===== config.mk =====
export PLATFORM = sky130hd
export DESIGN_NAME = cpu_run_ctrl
export DESIGN_NICKNAME = d
export VERILOG_FILES = /design/src/rtl/cpu_run_ctrl.sv
export SDC_FILE = /design/constraint.sdc
export NUM_CORES = 1
export LEC_CHECK = 0
export ABC_AREA = 1
export CORE_AREA = 2 2 122 124
export CTS_CLUSTER_SIZE = 24
export DETAILED_ROUTE_END_ITERATION = 6
export DIE_AREA = 0 0 124 126
export GPL_ROUTABILITY_DRIVEN = 0
export PLACE_DENSITY_LB_ADDON = 0.25
export SLEW_MARGIN = 40
export SYNTH_ARGS = -nofsm -noshare
export SYNTH_HDL_FRONTEND = slang
export SYNTH_SLANG_ARGS = --single-unit

===== constraint.sdc =====
create_clock -name clk -period 5.9 [get_ports clk]
set_input_delay 0.885 -clock clk [delete_from_list [all_inputs] [get_ports clk]]
set_output_delay 0.885 -clock clk [all_outputs]
set_load 0.005 [all_outputs]

===== src/rtl/cpu_run_ctrl.sv =====
// Host-side run controller: loads two operands into Datapath data memory, releases the Datapath,
// then waits for a PC self-loop (halt) or a cycle budget (timeout). Abort input: RUN_CTRL_ABORT_EN.
module cpu_run_ctrl #(
  parameter int ADDR_W      = 10,
  parameter int CYC_W       = 16,
  parameter int MAX_CYCLES  = 1000,
  parameter int HALT_STABLE = 4,
  parameter int OPA_ADDR    = 0,
  parameter int OPB_ADDR    = 1
) (
  input  logic              clk,
  input  logic              rst,
  input  logic              start,
  input  logic [31:0]       op_a,
  input  logic [31:0]       op_b,
  input  logic [31:0]       pc_in,
  input  logic [31:0]       res_in,
`ifdef RUN_CTRL_ABORT_EN
  input  logic              abort,
  output logic              aborted,
`endif
  output logic              cpu_rst,
  output logic              dm_we,
  output logic [ADDR_W-1:0] dm_addr,
  output logic [31:0]       dm_wdata,
  output logic              busy,
  output logic              done,
  output logic              timeout,
  output logic [31:0]       result,
  output logic [CYC_W-1:0]  cycles
);

  localparam int              ST_W    = $clog2(HALT_STABLE);
  localparam logic [ST_W-1:0] ST_MAX  = ST_W'(HALT_STABLE - 1);
  localparam logic [CYC_W-1:0] CYC_MAX = CYC_W'(MAX_CYCLES);

  typedef enum logic [2:0] {S_IDLE, S_LOAD_A, S_LOAD_B, S_RELEASE, S_RUN, S_DONE} state_t;

  state_t            state_q, state_d;
  logic [31:0]       opb_q, opb_d;
  logic [31:0]       pc_prev, pc_prev_d;
  logic [ST_W-1:0]   stable_q, stable_d, stable_inc;
  logic [CYC_W-1:0]  cycles_inc, cycles_d;
  logic              accept, in_run, pc_match, halt, expired, abort_hit;
  logic              cpu_rst_d, dm_we_d, busy_d, done_d, timeout_d;
  logic [ADDR_W-1:0] dm_addr_d;
  logic [31:0]       dm_wdata_d, result_d;

  assign accept     = start && (state_q == S_IDLE || state_q == S_DONE);
  assign in_run     = (state_q == S_RUN);
  assign pc_match   = (pc_in == pc_prev);
  assign stable_inc = (stable_q == ST_MAX) ? stable_q : stable_q + ST_W'(1);
  assign halt       = in_run && pc_match && (stable_inc == ST_MAX);
  assign cycles_inc = cycles + CYC_W'(1);
  assign expired    = in_run && (cycles_inc == CYC_MAX);

`ifdef RUN_CTRL_ABORT_EN
  logic aborted_d;
  assign abort_hit = abort && (state_q inside {S_LOAD_A, S_LOAD_B, S_RELEASE, S_RUN});
`else
  assign abort_hit = 1'b0;
`endif

  // NOTE: sequential state uses non-blocking assignments so every register samples pre-edge values.
  always_ff @(posedge clk or negedge rst) begin
    if (!rst) state_q <= S_IDLE;
    else      state_q <= state_d;
  end

  // NOTE: every always_comb output gets a default first, so no path can infer a latch.
  always_comb begin
    state_d = state_q;
    unique case (state_q)
      S_IDLE, S_DONE: if (start) state_d = S_LOAD_A;
      S_LOAD_A:       state_d = S_LOAD_B;
      S_LOAD_B:       state_d = S_RELEASE;
      S_RELEASE:      state_d = S_RUN;
      S_RUN:          if (halt || expired) state_d = S_DONE;
      default:        state_d = S_IDLE;
    endcase
    if (abort_hit) state_d = S_DONE;
  end

  // Outputs are registered, so their next values are decoded from the next state.
  always_comb begin
    cpu_rst_d  = (state_d != S_RUN);
    dm_we_d    = (state_d == S_LOAD_A) || (state_d == S_LOAD_B);
    busy_d     = state_d inside {S_LOAD_A, S_LOAD_B, S_RELEASE, S_RUN};
    done_d     = (state_d == S_DONE);
    dm_addr_d  = dm_addr;
    dm_wdata_d = dm_wdata;
    opb_d      = opb_q;
    timeout_d  = timeout;
    result_d   = result;
    cycles_d   = cycles;
    stable_d   = stable_q;
    pc_prev_d  = pc_prev;

    if (state_d == S_LOAD_A) begin
      dm_addr_d  = ADDR_W'(OPA_ADDR);
      dm_wdata_d = op_a;
    end else if (state_d == S_LOAD_B) begin
      dm_addr_d  = ADDR_W'(OPB_ADDR);
      dm_wdata_d = opb_q;
    end

    if (accept) begin
      opb_d     = op_b;
      timeout_d = 1'b0;
      cycles_d  = '0;
    end

    if (state_q == S_RELEASE) begin
      cycles_d = '0;
      stable_d = '0;
    end

    if (in_run) begin
      cycles_d  = cycles_inc;
      pc_prev_d = pc_in;
      stable_d  = pc_match ? stable_inc : '0;
      // Halt beats a coincident timeout; abort beats both and keeps the old result.
      if ((halt || expired) && !abort_hit) begin
        result_d  = res_in;
        timeout_d = expired && !halt;
      end
    end

    if (abort_hit) timeout_d = 1'b0;
  end

`ifdef RUN_CTRL_ABORT_EN
  always_comb begin
    aborted_d = aborted;
    if (accept)    aborted_d = 1'b0;
    if (abort_hit) aborted_d = 1'b1;
  end
`endif

  always_ff @(posedge clk or negedge rst) begin
    if (!rst) begin
      cpu_rst  <= 1'b1;
      dm_we    <= 1'b0;
      dm_addr  <= '0;
      dm_wdata <= '0;
      busy     <= 1'b0;
      done     <= 1'b0;
      timeout  <= 1'b0;
      result   <= '0;
      cycles   <= '0;
      opb_q    <= '0;
      pc_prev  <= '0;
      stable_q <= '0;
`ifdef RUN_CTRL_ABORT_EN
      aborted  <= 1'b0;
`endif
    end else begin
      cpu_rst  <= cpu_rst_d;
      dm_we    <= dm_we_d;
      dm_addr  <= dm_addr_d;
      dm_wdata <= dm_wdata_d;
      busy     <= busy_d;
      done     <= done_d;
      timeout  <= timeout_d;
      result   <= result_d;
      cycles   <= cycles_d;
      opb_q    <= opb_d;
      pc_prev  <= pc_prev_d;
      stable_q <= stable_d;
`ifdef RUN_CTRL_ABORT_EN
      aborted  <= aborted_d;
`endif
    end
  end

endmodule


==> flow_summary.ini, run 1 <==
[outcome]
status = finished clean

[clocking]
htree_levels = 4
cts-root-buf = clkbuf_16
cts_hold_buffers = 0
cts_tree = yes
clockBufferDepth = 2
cts_setup_buffers = 0
clkSinkCount = 155
cts_buffers = 17
ctsResizeCount = 0
clkTransAtPathRegs_ps = 60
clk_latency_ps = 420

[logic_synthesis]
yosysTopAreaCellShare_pct = 54.9
synth_cells = 883
synth_seq_cells = 155
synth_top_area_cell = dfrtp_1
synthTopCellsByArea = dfrtp_1 (55%), nand2_1 (22%), nor2_1 (4.1%), inv_1 (3.2%), a31oi_1 (2.9%)
synth_edf_count = 0
synth_flop_cell = dfrtp_1
yosys_warnings = 0
synth.yosys.seq_area_share_pct = 55.3
avgSynthCellArea_um2 = 7.94
synthArstFlopShare_pct = 100
synthDistinctLibCells = 30
synth.cell_area_um2 = 7010

[critical_path]
cp-startpoint = state_q[0]
path_depth = 13
path_cells = nor2_1 > nand2_1 > buf_4 > inv_2 > nand3_1 > nand3b_1 > nor2_1 > nand2_1 > nor2_2 > nor2_4 > inv_4 > nand2_1 > nand2_1
crit_type = register to register
cp_common_cell = nand2_1
end_kind = register
start_kind = register
cp_top_family = simple AND/OR/NAND/NOR gates
worstPathRequired_ps = 6210
reg2reg_slack_ps = 2700
crit_end = result[8]
rr_worst_depth = 13
slowest_delay_ps = 610
reg2reg_to = result[8]
slowest_stage = nor2_4
worst-path-max-fanout = 59
arrival_ps = 3510
r2r-start = state_q[0]
critPathBufInv = 3

[floorplanning]
die_w_um = 124
start_util_pct = 49.0
die_h_um = 126
io_pins = 226
design.core.area_um2 = 14300
num_rows = 44
die_area_um2 = 15600

[drt]
wl_mm = 17.3
first_pass_iters = 4
ant_nets = 0
vias = 6258
drtIter0Drc = 315
route.detailed.drc = 0
drt-wirelength-per-cell_um = 13.4
viasPerCell = 4.86

[finish]
drive_gt1_share_pct = 4.90
final_core_util_pct = 68.9
antenna_cells = 0
fill_cells = 1161
area_growth_pct = 40.5
final_nets = 1223

[pwr]
ir_drop_v = 0.000331
finalPower_w = 0.00406
power_density_nw_per_um2 = 412
p_leak_nw = 4.69

[worst_hold_path]
min_path_type = input pin to async pin

[sta]
rsz0062_at_grt = false
final_hold_viol_count = 0
worst_pin_slew_ps = 811
finalMaxSlewViolations = 0
max_freq_mhz = 313
setup_viol = 0
fin_skew_ps = 9.67
setup_tns_ps = 0
min_period_ps = 3200
fin_crit_sh_pct = 54.2
relSlewSlack_pct = 45.8

[global_routing]
grt_max_degree = 105
grt_use_total_pct = 23.0
grt_pass1_vias = 5837
grt_pass1_wl_mm = 28.1
antenna_found_initial = 0
gr-total-overflow = 0

[place]
port_buffers = 216
dp_hpwl_mm = 11.7

[job]
drv_cap = 0
cells in the mapped netlist, drive strengths merged, types with 4 or more instances:
library cell	number
o21ai	38
nor2	84
a31oi	33
nand2	416
xnor2	12
clkbuf	16
inv	62
nand3	17
buf	25
o22ai	9
xor2	4
dfrtp	154
where the power goes:
group          leakage, nW  switching, W  internal (W)
sequential            1.96      0.000191       0.00143
clock                0.268      0.000458      0.000599
combinational         2.46      0.000743      0.000640
cell families (layout without fill, tap and decap cells):
kind of cell	after synthesis	count (layout)	share of synthesized area (%)
fa+ha+maj	2	2	0.357
xor+xnor	16	16	2.11
buf+inv	103	315	6.51
compound gates	82	82	6.60
other cells	1	9	0.0535
flops	155	155	55.3
simple gates	524	524	29.1
placed cells by master, fill, tap and decap left out, drive strengths merged:
| cell | Yosys | routed |
|---|---|---|
| a21oi | 2 | 2 |
| a31oi | 33 | 33 |
| buf | 25 | 6 |
| bufinv | 0 | 1 |
| clkbuf | 16 | 18 |
| clkdlybuf4s50 | 0 | 215 |
| clkinv | 0 | 3 |
| clkinvlp | 0 | 5 |
| conb | 1 | 9 |
| dfrtp | 154 | 154 |
| dfstp | 1 | 1 |
| ha | 2 | 2 |
| inv | 62 | 67 |
| nand2 | 416 | 416 |
| nand3 | 17 | 17 |
| nand3b | 1 | 1 |
| nand4 | 3 | 3 |
| nor2 | 84 | 84 |
| nor3 | 3 | 3 |
| o21ai | 38 | 38 |
| o22ai | 9 | 9 |
| xnor2 | 12 | 12 |
| xor2 | 4 | 4 |
per-layer routing:
layer  up-vias  share of wire [%]  track usage [%]
met5         -                  0                0
met4         0                1.9             7.67
met3        28                7.8             7.25
met2       200                 47             35.2
met1      2875                 44             31.0
li1       3155                  -                -
stage by stage:
stage	hold slack (ps)	cells	worst slack, ps	cell area [um^2]
6_report	370	1287	2700	9860
5_1_grt	386	1287	2340	9860
4_1_cts	478	1286	2700	9830
3_5_place_dp	461	1254	2670	9260
3_3_place_gp	456	1254	2700	9250
2_1_floorplan	443	891	3890	7040
how the worst min path moves through the flow:
stage                         to  slack, ps  depth (start not counted)
floorplan               opb_q[0]        440                          2
global placement       opb_q[17]        460                          2
detailed placement     opb_q[17]        460                          2
CTS                    opb_q[11]        480                          2
global route        dm_wdata[25]        390                          1
finish                dm_addr[0]        370                          1
registers in the layout (all words and copies together) (netlist names):
register,cells
busy,1
cycles,16
done,1
opb_q,32
result,32
timeout,1
dm_wdata,32
state_q,3
dm_addr,1
dm_we,1
stable_q,2
cpu_rst,1
pc_prev,32
layout make-up:
type	count	area (um^2)	area share, %
multi-input combinational	633	2710	27.5
tap	184	230	2.34
sequential	155	3880	39.4
clock inverter	14	136	1.38
timing repair buffer	221	2220	22.6
clock buffer	18	439	4.45
inverter	62	238	2.41
No activity file was read; power rests on OpenSTA's default activity.
==> run 2, diff against run 1 <==
CORE_AREA = 2 2 133 135   (was 2 2 122 124)
DIE_AREA = 0 0 135 137   (was 0 0 124 126)
clock period = 2.75 ns   (was 5.9 ns; I/O delays follow)
==> flow_summary.ini, run 2 (synthesis results as in run 1) <==
[sta]
fin_crit_sh_pct = 82.5
finalMaxSlewViolations = 0
rsz0062_at_grt = false
relSlewSlack_pct = 56.8
min_period_ps = 2270
whs_ps = -9.00
final_hold_viol_count = 5
fin_skew_ps = 15.8
worst_pin_slew_ps = 647
setup_tns_ps = 0
setup_viol = 0
max_freq_mhz = 441

[clocking]
cts-root-buf = clkbuf_16
clkTransAtPathRegs_ps = 70
cts_tree = yes
cts_hold_buffers = 0
cts_buffers = 17
ctsResizeCount = 0
cts_setup_buffers = 0
htree_levels = 4
clk_latency_ps = 420
clkSinkCount = 155
clockBufferDepth = 2

[global_routing]
grt_max_degree = 68
grt_pass1_wl_mm = 28.5
gr-total-overflow = 0
grt_pass1_vias = 5929
antenna_found_initial = 0
grt_use_total_pct = 19.5

[critical_path]
arrival_ps = 2630
reg2reg_slack_ps = 480
end_kind = register
start_kind = register
worstPathRequired_ps = 3110
crit_type = register to register
worst-path-max-fanout = 32

[drt]
wl_mm = 17.4
drt-wirelength-per-cell_um = 13.1
viasPerCell = 4.59
route.detailed.drc = 0
ant_nets = 0
first_pass_iters = 4
drtIter0Drc = 330
vias = 6125

[job]
drv_cap = 0

[finish]
postLayoutCellArea_um2 = 9990
final_nets = 1228
final_common_cell = nand2_1
area_growth_pct = 42.4
final_cell_mix = nand2_1 (415), clkdlybuf4s50_1 (215), dfrtp_1 (154)
drive_gt1_share_pct = 5.32
antenna_cells = 0
fill_cells = 1555

[outcome]
violations = negative hold slack
status = finished, violations left

[floorplanning]
design.core.area_um2 = 17100
die_area_um2 = 18500
die_w_um = 135
io_pins = 226
die_h_um = 137
num_rows = 48
start_util_pct = 41.1

[place]
dpl-instance-area_um2 = 9400
dp_hpwl_mm = 12.4
port_buffers = 216

[pwr]
ir_drop_v = 0.000460
p_leak_nw = 4.75
p_switching_w = 0.00303
seqPwrFrac_pct = 39.0
p_int_w = 0.00582
comb_power_share_pct = 34.4
power_density_nw_per_um2 = 887
p_sw_share_pct = 34.2
p_clk_share_pct = 26.6

[worst_hold_path]
min_path_type = input pin to async pin
==> run 2: critical path, stage by stage, from the launching register on <==
cell     delay [ps]
dfrtp_1         410
ha_1            240
nand3_1         130
nor2_2          210
nand2_1         130
nand2_1          70
nand2_1          80
nand2_1          80
nor2_1           40
nand2_1          90
nor2_2           50
nor2_4          140
buf_4           340
nand2_1         100
nand2_1          80
==> run 2: power by group through the flow <==
stage | Sequential, W | Combinational [W] | Clock (W)
6_report | 0.00346 | 0.00305 | 0.00235
5_1_grt | 0.00355 | 0.00348 | 0.00251
4_1_cts | 0.00346 | 0.00310 | 0.00241
3_5_place_dp | 0.00349 | 0.00309 | 0
3_3_place_gp | 0.00347 | 0.00303 | 0
2_1_floorplan | 0.00346 | 0.00174 | 0
==> run 2: layer usage <==
metal	global-route usage, %	wire [um]
met2	30.9	8160
met3	6.30	1370
met1	25.3	7650
met5	0	0
met4	6.48	269
==> run 2: area by class of cell <==
type	count	area, um^2	area share [%]
clock inverters	14	151	1.52
inverters	62	235	2.36
clock buffers	18	439	4.40
well taps	225	282	2.82
repair buffers	226	2290	22.9
multi-input cells	633	2710	27.1
flip-flops and latches	155	3880	38.9
==> run 2: worst paths after layout <==
| path | startpoint | end | cells after the start |
|---|---|---|---|
| max in group asynchronous | rst | cpu_rst | 2 |
| hold reg to reg | opb_q[5] | opb_q[5] | 2 |
| min in group clk | opb_q[5] | opb_q[5] | 2 |
| setup reg to reg | cycles[1] | result[8] | 14 |
| hold / removal | rst | dm_addr[0] | 1 |
| setup / recovery | cycles[1] | result[8] | 14 |
==> run 2: metrics by stage <==
step / util (%) / cells / power (W) / setup WS, ps
floorplan: - / 891 / 0.00520 / 841
global placement: 55.1 / 1301 / 0.00649 / 373
detailed placement: 55.1 / 1301 / 0.00658 / 354
CTS: 58.5 / 1333 / 0.00897 / 445
global route: 58.5 / 1333 / 0.00954 / 168
finish: 58.5 / 1333 / 0.00885 / 481
==> run 3, diff against run 2 <==
clock period = 1.8 ns   (was 2.75 ns; I/O delays follow)
==> flow_summary.ini, run 3 (synthesis results as in run 1) <==
[outcome]
status = finished, violations left
violations = negative setup slack

[drt]
first_pass_iters = 5
highest-signal-layer = met4
routed-wl-met3_mm = 1.37
wl_mm = 19.7
drtIter0Drc = 313
route.detailed.drc = 0
vias = 6560
ant_nets = 0
dr_wl_met2_mm = 9.52
viasPerCell = 4.67
wirelength_met1_mm = 8.61
drt-wirelength-per-cell_um = 14.0

[clocking]
cts_tree = yes
cts_buffers = 17
htree_levels = 4
cts-root-buf = clkbuf_16
clockBufferDepth = 2
clkSinkCount = 155
clk_latency_ps = 420
clkTransAtPathRegs_ps = 60

[finish]
antenna_cells = 0
final_core_util_pct = 64.3
drive_gt1_share_pct = 15.5
final_common_cell = nand2_1
final_nets = 1300
final_cell_mix = nand2_1 (384), clkdlybuf4s50_1 (211), dfrtp_1 (153)
area_growth_pct = 56.4

[sta]
fin_crit_sh_pct = 116
fin_skew_ps = 9.15
rsz0062_at_grt = true
setup_ws_ps = -293
min_period_ps = 2090
final_hold_viol_count = 0
whs_ps = 342
max_freq_mhz = 478
setup_viol = 39
finalMaxSlewViolations = 0

[global_routing]
grt_pass1_vias = 6211
grt_max_degree = 66
antenna_found_initial = 0
grt_use_total_pct = 20.6
gr-total-overflow = 0
grt_pass1_wl_mm = 29.9

[floorplanning]
num_rows = 48
die_w_um = 135
start_util_pct = 41.1
io_pins = 226
die_area_um2 = 18500
die_h_um = 137
design.core.area_um2 = 17100

[worst_hold_path]
min_path_type = input pin to async pin

[pwr]
ir_drop_v = 0.000742
p_leak_nw = 5.24
power_density_nw_per_um2 = 1310

[job]
drv_cap = 0

[place]
port_buffers = 216
dp_hpwl_mm = 13.1

[critical_path]
start_kind = register
worstPathRequired_ps = 2100
crit_type = register to register
arrival_ps = 2390
worst-path-max-fanout = 8
end_kind = register
run 3: cell types whose count changed in the layout (fill, tap and decap cells not counted), moves of 6 or more:
cell	delta
nand3_1	-6
buf_6	+11
nand2_2	+28
nand2_1	-31
buf_4	+53
nor2_4	+7
nor2_1	-7
run 3: area by class of cell:
cell class	instances	area, um^2
clock buffer	21	470
tap	225	282
inverter	62	235
multi-input combinational	633	2940
clock inverter	10	140
timing repair buffer	298	3020
fill	1458	6090
sequential	155	3880
run 3: timing repair:
item,in CTS,in global routing
pin swaps,6,22
gates cloned,1,4
hold buffers,1,0
hold endpoints to repair,40,0
resized for setup,25,53
setup endpoints to repair,43,77
setup buffers,17,2
run 3: layer usage:
metal	up-vias	GRT usage [%]
met3	13	7.00
met4	0	5.61
met2	194	33.0
li1	3294	-
met1	3059	26.8
met5	-	0
run 3: worst paths after layout:
check,start,end,slack (ps),cells after the start
worst min register to register,opb_q[20],opb_q[20],470,2
min in group clk,op_b[26],opb_q[26],380,3
worst min-delay path,rst,dm_addr[0],340,2
worst max-delay path,cycles[1],result[17],-290,16
max in group asynchronous,rst,cycles[2],760,3
worst max register to register,cycles[1],result[17],-290,16
run 3: through the flow:
step	power [W]	worst slack, ps	TNS, ps	cells	cell area, um^2
floorplan	0.00795	-90.3	-2710	891	7060
global placement	0.0101	-338	-12170	1348	9830
detailed placement	0.0103	-374	-13000	1348	9830
CTS	0.0141	-247	-7910	1398	10700
global route	0.0154	-429	-14320	1404	11000
finish	0.0144	-293	-8770	1404	11000
run 3: worst max-delay path, stage by stage (launching register included):
cell,delay [ps]
dfrtp_1,410
ha_4,190
nand2_2,70
nor2_4,130
nand2_2,80
nand2_1,50
nand2_1,60
nor2_1,130
nand2_1,80
nor2_2,100
nand2_2,80
nor2_4,100
nor2_4,60
buf_6,150
clkbuf_16,160
nand2_2,50
nand2_1,60
run 3: report_power, final:
part,internal [W],switching (W)
sequential,0.00470,0.000617
clock,0.00229,0.00143
combinational,0.00261,0.00271
